File: src/rtl/lsu_mem_port_pkg.sv
// lsu_mem_port_pkg: shared access-size and LSU FSM state types
package lsu_mem_port_pkg;
    localparam int DATA_W = 32;
    typedef enum logic [1:0] {SIZE_B = 2'b00, SIZE_H = 2'b01, SIZE_W = 2'b10} size_e;
    typedef enum logic [2:0] {IDLE, READ, WAIT, WRITE, RESP} state_e;
endpackage

File: src/rtl/lsu_mem_port_align.sv
// lsu_lane_align: little-endian lane extract/extend, sub-word store merge, alignment check
module lsu_lane_align
    import lsu_mem_port_pkg::*;
(
    input  size_e             size,
    input  logic [1:0]        lsb,
    input  logic              is_unsigned,
    input  logic [DATA_W-1:0] rdata,
    input  logic [DATA_W-1:0] wdata,
    output logic [DATA_W-1:0] load_data,
    output logic [DATA_W-1:0] merged,
    output logic              bad
);
    logic [4:0]        sh;
    logic [DATA_W-1:0] lane;
    logic [DATA_W-1:0] mask;
    assign sh = size == SIZE_B ? {lsb, 3'b000} : {lsb[1], 4'b0000};
    assign lane = rdata >> sh;
    assign mask = size == SIZE_B ? 32'h0000_00ff : 32'h0000_ffff;
    assign load_data = size == SIZE_B ? {{24{~is_unsigned & lane[7]}}, lane[7:0]} :
                       size == SIZE_H ? {{16{~is_unsigned & lane[15]}}, lane[15:0]} : rdata;
    assign merged = (rdata & ~(mask << sh)) | ((wdata & mask) << sh);
    assign bad = size == SIZE_H ? lsb[0] : size == SIZE_W ? |lsb : size != SIZE_B;
endmodule

File: src/rtl/lsu_mem_port.sv
// lsu_mem_port: load/store requests to a one-cycle-latency single-port word memory
module lsu_mem_port
    import lsu_mem_port_pkg::*;
#(
    parameter int ADDR_W = 10,
    parameter int DATA_W = 32
) (
    input  logic              clk,
    input  logic              reset,
    input  logic              req_valid,
    output logic              req_ready,
    input  logic              req_store,
    input  logic [1:0]        req_size,
    input  logic              req_unsigned,
    input  logic [31:0]       req_addr,
    input  logic [DATA_W-1:0] req_wdata,
    output logic              rsp_valid,
    output logic [DATA_W-1:0] rsp_rdata,
    output logic              rsp_error,
    output logic              write_enable,
    output logic              read_enable,
    output logic [ADDR_W-1:0] address,
    output logic [DATA_W-1:0] input_data,
    input  logic [DATA_W-1:0] output_data
);
    if (DATA_W != 32) begin : g_bad_width
        $error("lsu_mem_port supports only DATA_W = 32");
    end

    state_e            state, nxt;
    size_e             size_q, sel_size;
    logic              st_q, uns_q, err_q, accept, bad, err;
    logic [ADDR_W+1:0] addr_q;
    logic [1:0]        sel_lsb;
    logic [DATA_W-1:0] wdata_q, data_q, load_data, merged;

    // Alignment is checked on the live request in IDLE, lanes use the latched one after.
    assign accept = state == IDLE && req_valid;
    assign sel_size = state == IDLE ? size_e'(req_size) : size_q;
    assign sel_lsb = state == IDLE ? req_addr[1:0] : addr_q[1:0];
    assign err = bad | (|req_addr[31:ADDR_W+2]);

    lsu_lane_align u_align (
        .size        (sel_size),
        .lsb         (sel_lsb),
        .is_unsigned (uns_q),
        .rdata       (output_data),
        .wdata       (wdata_q),
        .load_data   (load_data),
        .merged      (merged),
        .bad         (bad)
    );

    always_ff @(posedge clk or posedge reset) begin
        if (reset) state <= IDLE;
        else state <= nxt;
    end

    always_ff @(posedge clk or posedge reset) begin
        if (reset) begin
            st_q    <= 1'b0;
            uns_q   <= 1'b0;
            err_q   <= 1'b0;
            size_q  <= SIZE_B;
            addr_q  <= '0;
            wdata_q <= '0;
            data_q  <= '0;
        end else begin
            if (accept) begin
                st_q    <= req_store;
                uns_q   <= req_unsigned;
                err_q   <= err;
                size_q  <= size_e'(req_size);
                addr_q  <= req_addr[ADDR_W+1:0];
                wdata_q <= req_wdata;
            end
            if (state == WAIT) data_q <= st_q ? merged : load_data;
        end
    end

    always_comb begin
        nxt = state;
        case (state)
            IDLE:    if (req_valid) nxt = err ? RESP : (req_store && req_size == SIZE_W) ? WRITE : READ;
            READ:    nxt = WAIT;
            WAIT:    nxt = st_q ? WRITE : RESP;
            WRITE:   nxt = RESP;
            default: nxt = IDLE;
        endcase
    end

    always_comb begin
        req_ready    = state == IDLE;
        read_enable  = state == READ;
        write_enable = state == WRITE;
        input_data   = state == WRITE ? (size_q == SIZE_W ? wdata_q : data_q) : '0;
        rsp_valid    = state == RESP;
        rsp_error    = state == RESP && err_q;
        rsp_rdata    = (state == RESP && !st_q && !err_q) ? data_q : '0;
    end

    assign address = addr_q[ADDR_W+1:2];
endmodule

File: config.mk
export PLATFORM = sky130hd
export DESIGN_NAME = lsu_mem_port
export DESIGN_NICKNAME = d
export VERILOG_FILES = /design/src/rtl/lsu_mem_port_pkg.sv /design/src/rtl/lsu_mem_port_align.sv /design/src/rtl/lsu_mem_port.sv
export SDC_FILE = /design/constraint.sdc
export NUM_CORES = 1
export LEC_CHECK = 0
export BUFFER_PORTS_ARGS = -buffer_cell sky130_fd_sc_hd__buf_4
export CAP_MARGIN = 10
export CORE_MARGIN = 8
export CORE_UTILIZATION = 50
export DETAILED_ROUTE_END_ITERATION = 10
export GPL_TIMING_DRIVEN = 0
export PLACE_DENSITY_LB_ADDON = 0.08
export SLEW_MARGIN = 0
export SYNTH_ARGS = -nofsm -noshare
export SYNTH_HDL_FRONTEND = slang
export SYNTH_SLANG_ARGS = --single-unit
File: constraint.sdc
create_clock -name clk -period 6 [get_ports clk]
set_input_delay 1.2 -clock clk [delete_from_list [all_inputs] [get_ports clk]]
set_output_delay 1.2 -clock clk [all_outputs]
set_load 0.01 [all_outputs]
==> results_dict.tcl, run 1 <==
set metrics [dict create \
    p_comb_share_pct 26.1 \
    grt_max_degree 45 \
    clk_path_buf_depth 2 \
    clkLatencyLatePin_ns 0.37 \
    cts_resized 0 \
    max_freq_mhz 239 \
    final_util_pct 68.0 \
    max_cap_viol_count 0 \
    finalSetupViolCount 0 \
    worstSetupStartpointType "flip-flop" \
    synth_fp_nets 689 \
    cts_tree "done" \
    hold_path.class "reg2reg" \
    slowest_delay_ns 0.88 \
    remaining_drc_errors 0 \
    clk_pin_slew_ns 0.09 \
    critical_path.max_fanout 10 \
    ir_drop_mv 0.160 \
    io-pin-count 182 \
    die_x_um 118 \
    power_frac_seq_pct 45.3 \
    totalWireLength_um 19600 \
    post-route-worst-setup-slack_ns 1.82 \
    cts_max_level 3 \
    critPathKind "reg2out" \
    p_leak_uw 0.00324 \
    switching_share_pct 32.2 \
    grt_pass1_wl_um 30500 \
    synth_flop_cell "dfrtp_1" \
    fp.dieH_um 118 \
    dieArea_um2 13900 \
    slowest_stage "nor3b_1" \
    power_uw 1460 \
    worstMarginPinSlew_ns 1.07 \
    cts_hold_buf 0 \
    clock-sinks 84 \
    grt_usage_pct 27.8 \
    ys_types 45 \
    fin_skew_ns 0.0147 \
    drt-initial-drc-count 552 \
    p_sw_uw 469 \
    grt_pass1_vias 5620 \
    drive_above_1_share_pct 35.7 \
    worstPathCellList "clkbuf_1 -> nor3b_1 -> nor3b_1 -> clkbuf_1 -> and2_1 -> buf_4" \
    port_buffers 180 \
    initial_core_util_pct 50.9 \
    yosys_warnings 0 \
    overflow 0 \
    nets 881 \
    rsz0062_at_grt "no" \
    syn_inst 586 \
    post-route-period-util_pct 69.7 \
    hold_violations 0 \
    p_per_area_nw_per_um2 210 \
    cts_root_buf "clkbuf_8" \
    min_period_ns 4.18 \
    clock_power_share_pct 28.7 \
    drv_slew 0 \
    placementRows 37 \
    place_worst_setup_slack_ns 2.26 \
    place_congestion 0.939 \
    place_hpwl_um 15400 \
    cp-end-kind "output pin" \
    numCtsBuffers 9 \
    internal_power_uw 990 \
    critical_path_required_ns 4.80 \
    via_count 5477 \
    ant_nets 0 \
    viasPerCell 5.97 \
    maxSlewHeadroom_pct 28.1 \
    yosysSeqAreaShare_pct 40.5 \
    yosys.area.top_type_share_pct 40.5 \
    num_antenna_cells 0 \
    arrival_ns 2.98 \
    antenna_found_initial 0 \
    synth_area_leaders "dfrtp_1 (41%), mux2_2 (11%), nand2_1 (8.6%)" \
    wl_per_cell_um 21.4 \
    post_cts_buffers 0 \
    yosysTopAreaCell "dfrtp_1" \
    dr.pass1.iters 8 \
    avgSynthCellArea_um2 8.85 \
    mappedNetlistArea_um2 5190 \
    area.growth.synth_to_final_pct 33.6 \
    ys_seq_elements 84 \
    final.setup.tns_ns 0 \
    core-area_um2 10200 \
    status "completed" \
    synthArstFlopShare_pct 100 \
    synth-edff-count 0 \
]
## layout make-up
| cell class | instances | area (um2) |
|---|---|---|
| flip-flops and latches | 84 | 2100 |
| fillers | 836 | 3250 |
| clock inverters | 5 | 62.6 |
| repair buffers | 181 | 1370 |
| multi-input cells | 443 | 2800 |
| clock buffers | 10 | 138 |
| inverters | 5 | 21.3 |
| well taps | 136 | 170 |
| plain buffers | 54 | 262 |
## placed cells by master (no fill, tap or decap), types with 3 or more instances in the layout
| master | synthesis | routed |
|---|---|---|
| mux2i_1 | 12 | 12 |
| nand4_1 | 5 | 5 |
| o211ai_1 | 20 | 20 |
| a22oi_1 | 4 | 4 |
| nand3_1 | 19 | 19 |
| a22o_1 | 4 | 4 |
| o2111ai_1 | 3 | 3 |
| a222oi_1 | 8 | 8 |
| nor2_1 | 12 | 12 |
| and2_1 | 35 | 35 |
| nor2b_1 | 8 | 8 |
| a221oi_1 | 3 | 3 |
| nand2_1 | 119 | 119 |
| nor4_1 | 7 | 7 |
| clkbuf_8 | 0 | 10 |
| o221ai_1 | 10 | 10 |
| buf_2 | 11 | 11 |
| nand3b_1 | 3 | 3 |
| a21oi_1 | 43 | 43 |
| inv_1 | 5 | 4 |
| a31oi_1 | 11 | 11 |
| o22ai_1 | 5 | 5 |
| buf_4 | 10 | 190 |
| clkbuf_1 | 32 | 32 |
| nor3b_1 | 5 | 5 |
| o21ai_0 | 20 | 20 |
| o21ai_1 | 5 | 5 |
| dfrtp_1 | 84 | 84 |
| nor3_1 | 11 | 11 |
| mux2_2 | 51 | 51 |
## synth_stat cells, types with 5 or more instances
cell type	number
inv_1	5
o21ai_1	5
buf_4	10
nand3_1	19
nor3b_1	5
a222oi_1	8
a31oi_1	11
o221ai_1	10
and2_1	35
mux2i_1	12
nand2_1	119
nor2b_1	8
nand4_1	5
nor3_1	11
a21oi_1	43
o211ai_1	20
clkbuf_1	32
mux2_2	51
o22ai_1	5
dfrtp_1	84
nor2_1	12
o21ai_0	20
buf_2	11
nor4_1	7
## logic make-up (layout without fill, tap and decap cells)
kind of cell | after synthesis | count (layout) | share of synthesized area (%)
buf+inv | 59 | 255 | 5.40
mux | 63 | 63 | 13.4
compound gates | 148 | 148 | 19.1
simple gates | 232 | 232 | 21.6
flops | 84 | 84 | 40.5
## registers in the layout, summed over array words and instances, names as in the netlist
register,count
uns_q,1
addr_q,12
err_q,1
wdata_q,32
st_q,1
data_q,32
size_q,2
state,3
## path summary, 6_finish.rpt
kind	from	to	slack, ns	cells past startpoint
min in group asynchronous	reset	wdata_q[22]	0.88	2
max reg2reg	state[1]	data_q[5]	2.97	8
min	addr_q[9]	addr_q[9]	0.51	1
min reg2reg	addr_q[9]	addr_q[9]	0.51	1
max in group asynchronous	reset	wdata_q[3]	4.51	3
max	state[0]	rsp_rdata[19]	1.82	6
## through the flow
| stage | area (um2) | hold slack [ns] | cells |
|---|---|---|---|
| after global routing | 6930 | 0.527 | 918 |
| after CTS | 6930 | 0.515 | 918 |
| after floorplan | 5190 | 0.469 | 586 |
| after detailed placement | 6730 | 0.496 | 903 |
| final | 6930 | 0.511 | 918 |
| after global placement | 6710 | 0.490 | 902 |
## power by group through the flow
stage	registers [uW]	logic [uW]	clock network [uW]
after detailed placement	669	375	0
after CTS	658	376	423
after floorplan	650	228	0
after global routing	664	409	448
after global placement	667	362	0
final	661	380	418
## metal layers
layer | track usage (%) | wire (um) | up-vias
met3 | 6.09 | 1710 | 34
met5 | 0 | 0 | -
met1 | 35.5 | 8130 | 2666
met4 | 11.9 | 480 | 0
met2 | 44.3 | 9310 | 279
li1 | - | - | 2498
## worst max-delay path, delay by kind of cell (launching register included)
| family | cells | cell delay [ns] |
|---|---|---|
| buffers and inverters | 3 | 0.74 |
| and+or+nand+nor | 3 | 1.45 |
| DFF | 1 | 0.41 |
Note: power is estimated with default switching activity, not from simulation.
==> inputs of run 2 (changes only) <==
--- a/config.mk
+++ b/config.mk
@@ -5,6 +5,7 @@
 export SDC_FILE = /design/constraint.sdc
 export NUM_CORES = 1
 export LEC_CHECK = 0
+export ABC_AREA = 1
 export BUFFER_PORTS_ARGS = -buffer_cell sky130_fd_sc_hd__buf_4
 export CAP_MARGIN = 10
 export CORE_MARGIN = 8
==> constraint.sdc (replaced) <==
create_clock -name clk -period 3.9 [get_ports clk]
set_input_delay 0.78 -clock clk [delete_from_list [all_inputs] [get_ports clk]]
set_output_delay 0.78 -clock clk [all_outputs]
set_load 0.01 [all_outputs]
==> run 2 against run 1 <==
Against the previous run: die area increased by 7.3%; design area increased by 8.4%; combinational power increased to 6.7 times the previous value; worst hold slack got worse by 0.083 ns; sequential cell count unchanged; power increased to 3.4 times the previous value; sequential share of layout area decreased by 2.4 points; critical path depth unchanged; register-to-register slack got worse by 1.7 ns; count of clock-buffer cells in the layout decreased by 1; critical path type unchanged; highest routed layer unchanged.
==> results_dict.tcl, run 2 <==
set metrics [dict create \
    status "completed" \
    cp-end-kind "output pin" \
    totalWireLength_um 22000 \
    synth_flop_cell "dfrtp_1" \
    critPathKind "reg2out" \
    yosysSeqAreaShare_pct 37.3 \
    core-area_um2 10900 \
    top_regs "data_q x32, wdata_q x32, addr_q x12" \
    nets 1167 \
    cts_resized 0 \
    hold_path.class "in2async" \
    whs_ns 0.428 \
    slowest_stage "nor3_1" \
    avgSynthCellArea_um2 6.46 \
    final_cell_mix "nand2_1 (334), buf_4 (194), dfrtp_1 (84)" \
    placementRows 38 \
    ant_nets 0 \
    slowest_delay_ns 0.75 \
    clkLatencyLatePin_ns 0.35 \
    cts_root_buf "clkbuf_16" \
    synth_commonest_cells "nand2_1 (334), dfrtp_1 (84), o21ai_0 (77), nor2_1 (75), inv_1 (74)" \
    clk_pin_slew_ns 0.07 \
    p_leak_uw 0.00416 \
    rsz0062_at_grt "no" \
    finalSetupViolCount 0 \
    area.growth.synth_to_final_pct 33.5 \
    design_area_um2 7520 \
    fp.dieH_um 122 \
    grt_max_degree 57 \
    maxSlewHeadroom_pct 37.9 \
    grt_pass1_wl_um 34300 \
    place_hpwl_um 17100 \
    port_buffers 181 \
    cts_max_level 3 \
    grt_usage_pct 29.8 \
    hold_violations 0 \
    clock-sinks 84 \
    yosysTopAreaCell "dfrtp_1" \
    max_cap_viol_count 0 \
    yosys_warnings 0 \
    ir_drop_mv 0.503 \
    drt-initial-drc-count 663 \
    drive_above_1_share_pct 23.0 \
    post_dp_cell_area_um2 7190 \
    place_congestion 1.01 \
    viasPerCell 5.47 \
    power_uw 4890 \
    grt_pass1_vias 6316 \
    worstMarginPinSlew_ns 0.924 \
    ys_seq_elements 84 \
    overflow 0 \
    antenna_found_initial 0 \
    worstSetupStartpointType "flip-flop" \
    ys_types 33 \
    dieArea_um2 14900 \
    num_antenna_cells 0 \
    synth_area_leaders "dfrtp_1 (37%), nand2_1 (22%), o21ai_0 (6.8%)" \
    p_per_area_nw_per_um2 651 \
    synth_fp_nets 974 \
    synth-edff-count 0 \
    fin_skew_ns 0.00723 \
    worstPathCellList "inv_1 -> nor3_1 -> clkbuf_1 -> o21ai_0 -> a21oi_1 -> buf_4" \
    io-pin-count 182 \
    critical_path.max_fanout 10 \
    post_cts_buffers 0 \
    via_count 6614 \
    synthArstFlopShare_pct 100 \
    critical_path_required_ns 3.12 \
    cts_tree "done" \
    remaining_drc_errors 0 \
    initial_core_util_pct 51.5 \
    wl_per_cell_um 18.2 \
    cts_hold_buf 0 \
    mappedNetlistArea_um2 5630 \
    dr.pass1.iters 5 \
    syn_inst 871 \
    max_freq_mhz 291 \
    final.setup.tns_ns 0 \
    drv_slew 0 \
    post-route-period-util_pct 88.2 \
    die_x_um 122 \
    layout_commonest_cell "nand2_1" \
    arrival_ns 2.66 \
    yosys.area.top_type_share_pct 37.3 \
    clk_path_buf_depth 2 \
    min_period_ns 3.44 \
    numCtsBuffers 9 \
    yosys.cell_count.top_type "nand2_1" \
]
-- run 2: cell count changes after synthesis, sizes merged, moves of 12 or more --
| cell | before | now |
|---|---|---|
| nand2 | 119 | 340 |
| inv | 5 | 79 |
| nor2 | 12 | 79 |
| o21ai | 25 | 86 |
| mux2 | 51 | 0 |
| and2 | 36 | 0 |
| nand3 | 19 | 45 |
| a21boi | 2 | 21 |
| o211ai | 20 | 2 |
| mux2i | 12 | 0 |
-- run 2: cells by family after synthesis --
logic type,Yosys count,share of synthesized area (%)
simple gates,476,34.6
compound gates,174,17.3
buf+inv,137,10.7
flops,84,37.4
-- run 2: final timing paths --
check                       startpoint              to  slack [ns]  cells past startpoint
max                           state[0]  input_data[13]        0.46                      6
min                              reset       addr_q[2]        0.43                      2
max reg2reg                   state[0]      data_q[23]        1.25                      6
min reg2reg                wdata_q[19]     wdata_q[19]        0.48                      2
max in group asynchronous        reset       data_q[2]        2.87                      3
min in group clk           wdata_q[19]     wdata_q[19]        0.48                      2
-- run 2: power breakdown --
| part | switching [uW] | leakage [uW] | internal [uW] |
|---|---|---|---|
| Sequential | 233 | 0.00100 | 1150 |
| Combinational | 1670 | 0.00300 | 882 |
| Clock | 391 | 0.000162 | 567 |
| Total | 2300 | 0.00416 | 2600 |
-- run 2: area by class of cell --
type	count	area (um2)
Tap cell	140	175
Fill cell	1001	3420
Buffer	58	308
Timing Repair Buffer	182	1390
Inverter	79	299
Multi-Input combinational cell	650	2920
Clock inverter	7	98.8
Clock buffer	9	225
Sequential cell	84	2100
-- run 2: critical path: cells and delay by family (launching register included) --
kind | cells | cell delay [ns]
buf+inv | 3 | 0.66
simple gates | 1 | 0.75
compound gates | 2 | 0.42
flops | 1 | 0.47
-- run 2: metrics by stage --
stage	worst slack, ns	cells	utilization [%]
finish	0.461	1209	68.7
CTS	0.552	1209	68.7
global placement	-0.126	1192	65.5
global route	0.330	1209	68.7
detailed placement	0.951	1193	65.8
floorplan	0.955	871	-
-- run 2: per-layer routing --
| layer | GRT usage, % | routed length [um] | up-vias | part of all wire [%] |
|---|---|---|---|---|
| li1 | - | - | 3134 | - |
| met1 | 38.8 | 8850 | 3059 | 40 |
| met2 | 46.6 | 9960 | 382 | 45 |
| met5 | 0 | 0 | - | 0 |
| met4 | 8.83 | 541 | 0 | 2.5 |
| met3 | 9.30 | 2670 | 39 | 12 |
